--- src/rtl/aes_block_demux.sv ---
// rtl/aes_block_demux.sv - registered 1-to-4 demux for 128-bit AES state blocks
// Each channel owns a one-entry holding register with its own valid/ready handshake.

module aes_block_demux #(
    parameter int WIDTH = 128,
    parameter int CNT_W = 16
) (
    input  logic             Clk,
    input  logic             Reset,
    input  logic [WIDTH-1:0] din,
    input  logic [1:0]       sel,
    input  logic             din_valid,
    output logic             din_ready,
    output logic [WIDTH-1:0] dout_s00,
    output logic [WIDTH-1:0] dout_s01,
    output logic [WIDTH-1:0] dout_s10,
    output logic [WIDTH-1:0] dout_s11,
    output logic [3:0]       dout_valid,
    input  logic [3:0]       dout_ready,
    output logic [CNT_W-1:0] xfer_count
);

    logic             accept;
    logic [3:0]       ch_valid;
    logic [WIDTH-1:0] ch_data [4];
    logic [CNT_W-1:0] count_q;

    // A full channel still accepts when its destination drains it on the same edge.
    assign din_ready = ~ch_valid[sel] | dout_ready[sel];
    assign accept    = din_valid & din_ready;

    for (genvar k = 0; k < 4; k++) begin : g_ch
        logic             valid_q;
        logic [WIDTH-1:0] data_q;
        logic             load;

        assign load = accept && (sel == 2'(k));

        // Load wins over drain so a drain+load pair keeps valid high with no bubble.
        always_ff @(posedge Clk) begin
            if (Reset) begin
                valid_q <= 1'b0;
                data_q  <= '0;
            end else if (load) begin
                valid_q <= 1'b1;
                data_q  <= din;
            end else if (valid_q && dout_ready[k]) begin
                valid_q <= 1'b0;
            end
        end

        assign ch_valid[k] = valid_q;
        assign ch_data[k]  = data_q;
    end

    always_ff @(posedge Clk) begin
        if (Reset) begin
            count_q <= '0;
        end else if (accept) begin
            count_q <= count_q + CNT_W'(1);
        end
    end

    assign dout_valid = ch_valid;
    assign dout_s00   = ch_data[0];
    assign dout_s01   = ch_data[1];
    assign dout_s10   = ch_data[2];
    assign dout_s11   = ch_data[3];
    assign xfer_count = count_q;

endmodule

--- config.mk ---
export PLATFORM = sky130hd
export DESIGN_NAME = aes_block_demux
export DESIGN_NICKNAME = d
export VERILOG_FILES = /design/src/rtl/aes_block_demux.sv
export SDC_FILE = /design/constraint.sdc
export NUM_CORES = 1
export LEC_CHECK = 0
export ABC_AREA = 1
export BUFFER_PORTS_ARGS = -buffer_cell sky130_fd_sc_hd__buf_2
export CAP_MARGIN = 25
export CORE_AREA = 2 2 260 262
export DETAILED_ROUTE_END_ITERATION = 10
export DIE_AREA = 0 0 262 264
export HOLD_SLACK_MARGIN = 0.02
export PLACE_DENSITY = 0.58
export RECOVER_POWER = 100
export SLEW_MARGIN = 5
export SYNTH_ARGS = -nofsm -noshare
export SYNTH_HDL_FRONTEND = slang
export SYNTH_SLANG_ARGS = --single-unit
--- constraint.sdc ---
create_clock -name Clk -period 1.4 [get_ports Clk]
set_input_delay 0.14 -clock Clk [delete_from_list [all_inputs] [get_ports Clk]]
set_output_delay 0.14 -clock Clk [all_outputs]
set_load 0.03 [all_outputs]
# Yosys cells after proc, flatten, opt, wreduce, memory -nomap -nowiden
# Index checks and enable logic that the tools add are counted.
[totals] regBits=532 inputBits=137 out_inout_bits=533 wordCells=42
[op_classes] add_sub_neg=1 magnitude_cmp=1 n_eq_ne=3 n_mux=12 bitwise=3 reduce_logical=13
[ops] cell="$add 16x1->16 const B" count=1
[ops] cell="$mux 1" count=10
[ops] cell="$logic_and 1x1->1" count=8
[ops] cell="$reduce_bool 2->1" count=4
[ops] cell="$bmux 1 s2" count=2
[ops] cell="$eq 2x2->1 const B" count=2
[ops] cell="$lt 2x3->1 const B" count=1
[ops] cell="$eq 2x1->1 const B" count=1
[ops] cell="$logic_not 2->1" count=1
[ops] cell="$and 1x1->1" count=1
[ops] cell="$not 1->1" count=1
[ops] cell="$or 1x1->1" count=1

# Logic depth before layout (Yosys ltp)
[logic_depth] depth_word=7 ltp_mapped=13 ltp_nobuf=10

# Worst setup path after synthesis
# OpenSTA, ideal clock, no wires.
[synth_path] kind="register -> register" start="register count_q[1] (netlist: xfer_count[1])" end="register count_q[4] (netlist: xfer_count[4])" setup_ns=0.070 t_arrival_ns=1.467 required_ns=1.330 slack_ns=-0.137 stages_incl_launch_ff=7 path_buffers=0 period_less_slack_ns=1.537 path_cell_list="dfxtp_1 ha_1 nand2_1 nor2_1 xor2_1 nand3_1 a21oi_1"
[synth_via] elab_chain_len=1
[synth_rtl] element="start, declared" line="26" rtl="logic [CNT_W-1:0] count_q;"
[synth_rtl] element="start signal, assigned" line="60" rtl="count_q <= count_q + CNT_W'(1);"
[synth_rtl] element="$add 16x1->16" line="60"
# No other way between the ends.
# A chain may end at the register's enable or synchronous reset.

# Worst setup path after layout
[layout_path] start="register g_ch[1].valid_q" end="output din_ready"
[layout_via] elab_chain_len=4
[layout_rtl] element="start, declared" line="33" rtl="logic valid_q;"
[layout_rtl] element="start signal, assigned" line="42" rtl="valid_q <= 1'b0;"
[layout_rtl] element="start signal, assigned" line="45" rtl="valid_q <= 1'b1;"
[layout_rtl] element="start signal, assigned" line="48" rtl="valid_q <= 1'b0;"
[layout_rtl] element="$bmux 1 s2" line="29" rtl="assign din_ready = ~ch_valid[sel] | dout_ready[sel];"
[layout_rtl] element="$mux 1 (implied by the code)" line="29"
[layout_rtl] element="$not 1->1" line="29"
[layout_rtl] element="$or 1x1->1" line="29"
[layout_rtl] element="end, declared" line="13" rtl="output logic din_ready,"
# No other way between the ends. The select of a mux whose other input is x is not followed.

==> impl_metrics.ini <==
[detailed_routing]
vias_per_cell = 4.19
wl_per_cell_um = 14.8
ant_nets = 0
routed_wl_um = 77300
dr.first_iter.drc_count = 1217
vias = 21900
first_pass_iters = 5
drcViolationCount = 0

[synth]
synth_top_area_cell = dfxtp_1
synth-seq-cells = 532
ys_top_cells_by_count = nand2_1 (1091), nor2_1 (1051), inv_1 (534)
yosysWarnings = 0
synth-compound-area-share_pct = 0.408
yosysMostFrequentCell = nand2_1
synth_cell_types = 21
syn_area_um2 = 22100
synth_edf_count = 0
yosys-top-cells-area = dfxtp_1 (48%), nand2_1 (19%), nor2_1 (18%)
synth_top_cell_area_share_pct = 48.2
synthMuxAreaShare_pct = 0
avgSynthCellArea_um2 = 6.40
yosys.area_share.simple_pct = 37.4
synth_xor_area_share_pct = 0.119
synthCells = 3451
synth_fa_ha_area_share_pct = 0.0566
ys_seq_area_share_pct = 48.2
ys.flop_type = dfxtp_1
synth_nets = 3589
synth_async_sr_flop_share_pct = 0
synth_top_family_by_area = simple AND/OR/NAND/NOR gates

[sta]
fin_crit_ns = 1.67
slew_headroom_pct = 72.8
fmax_mhz = 598
worst_pin_slew_ns = 0.408
drv_slew = 0
finalSetupViolations = 527
fin_crit_sh_pct = 119
worst_slack_ns = -0.272
finalHoldViolations = 0
skew_ns = 0.0111
rsz0062_at_grt = true

[floorplanning]
start_util_pct = 33.2
io_pins = 670
floorplan.die_area_um2 = 69200
core-area_um2 = 66600
rows = 95
die_y_um = 264
die_w_um = 262

[layout]
antenna_cells = 0
fin_util_pct = 47.7
drive_above_1_share_pct = 24.5
area_growth_pct = 43.7
final_cell_area_um2 = 31800
fin_nets = 4451

[cts]
cts.sinks = 532
clock-root-buffer = clkbuf_16
cts.clk_slew.worst_paths_ns = 0.06
cts_max_level = 2
clock_latency_ns = 0.61
clockBufferDepth = 3
cts_buffers = 59
cts_tree = done

[placement]
gp_congestion = 0.833
portBuffers = 669
dp_hpwl_um = 52600
placed_area_um2 = 27200

[power]
power_density_nw_per_um2 = 1220
p_leak_nw = 17.9
power_w = 0.0387
peakVddDrop_v = 0.000982

[run]
cap_viol_max_count = 0

[global_routing]
grt_pass1_vias = 19500
overflow = 0
track_usage_pct = 20.1
antenna_found_initial = 0
grt_pass1_wl_um = 110000
grt_start_max_net_pins = 84

[worst_setup_path]
critPathSlowestCell = dfxtp_2
max_stage_delay_ns = 0.32
startpoint_type = register
required_ns = 1.26
worstPathMaxFanout = 2
critical_path_arrival_ns = 1.53
path_class = reg -> out
end_kind = output port
cp_common_cell = nand2_1
crit_chain = nand2_1 -> nand2_1 -> nand2_1 -> nand2_2 -> nand2_4 -> buf_12 -> buf_8

[status]
run_status = finished with violations
violations = setup timing

[hold_path]
hp-class = in -> reg
-- stage by stage --
stage               hold WS (ns)  setup TNS [ns]  instances  setup WS, ns
finish                     0.224          -82.65       5227        -0.272
global route               0.269         -145.93       5227        -0.384
CTS                        0.179          -86.72       5200        -0.289
detailed placement         0.423         -112.18       4954        -0.285
global placement           0.419         -106.09       4954        -0.275
floorplan                  0.275               0       3451        0.0165
-- area by class of cell --
class                      instances  area, um2
clock buffer                      91       1820
clock inverter                    11        140
timing repair buffer             983       7250
inverter                         537       2020
sequential                       532      10700
multi-input combinational       2200       8790
fill                            6678      34800
tap                              873       1090
-- path summary, 6_finish.rpt --
kind,from,endpoint,slack (ns),cells past startpoint
max,g_ch[1].valid_q,din_ready,-0.27,7
min,dout_ready[0],xfer_count[0],0.22,8
max reg2reg,g_ch[0].valid_q,dout_s10[111],-0.26,12
min reg2reg,xfer_count[15],xfer_count[15],0.49,2
-- worst max-delay path, delay by kind of cell, from the launching register on --
family / cells / cell delay (ns)
buf+inv: 2 / 0.28
simple gates: 5 / 0.33
flops: 1 / 0.32
-- cells in the final DEF, fill, tap and decap left out, types with 2 or more instances in the layout --
master         netlist  final
a21oi_1             14     14
buf_16               0      9
clkbuf_2             0    491
buf_12               0     43
clkbuf_16            0     76
dfxtp_2              0      9
nor2_2               1     45
nand3_1             17     17
nor2_4               0      3
buf_2               59    177
dlygate4sd3_1        0    134
buf_8                0     11
bufinv_16            0      3
xor2_1               3      3
buf_4               48     78
dfxtp_1            532    523
clkbuf_1            23     10
nand2_1           1091   1033
nand4_1              8      8
inv_2                2      2
buf_6               14     22
nor2_1            1051   1004
nand3b_1             5      5
nand2_2              1     43
inv_1              534    534
nand2_4              0     16
nand3_4              0      4
clkinv_2             0      5
o21ai_0              4      3
clkbuf_8             0     22
-- flip-flops by register name (all words and copies together), names as in the netlist --
name / flops
dout_s00: 128
dout_s01: 128
dout_s10: 128
dout_s11: 128
xfer_count: 16
g_ch.valid_q: 4
-- power by group --
group	switching [W]	internal, W	total (W)
logic	0.00437	0.00221	0.00658
clock network	0.00638	0.00937	0.0158
registers	0.000431	0.0160	0.0164
-- what timing repair did --
item,CTS,global route
gates cloned,2,21
buffers inserted,8,6
pin swaps,1,19
endpoints found under the hold margin,527,0
gates resized for setup,32,160
setup endpoints to repair,541,554
hold buffers,134,0
-- layer usage --
metal | up-vias | global-route usage (%) | routed length, um
met1 | 9575 | 23.6 | 31500
li1 | 11600 | - | -
met4 | 0 | 8.03 | 3010
met5 | - | 0 | 0
met3 | 159 | 6.02 | 5620
met2 | 600 | 34.0 | 37200
-- cells by family after synthesis --
group / count (synthesis)
and+or+nand+nor: 2178
adders and majority gates: 1
xor gates and xnor gates: 3
AOI/OAI and AO/OA: 18
buffers and inverters: 719
DFF: 532
Power figures use the tool's default switching activity.
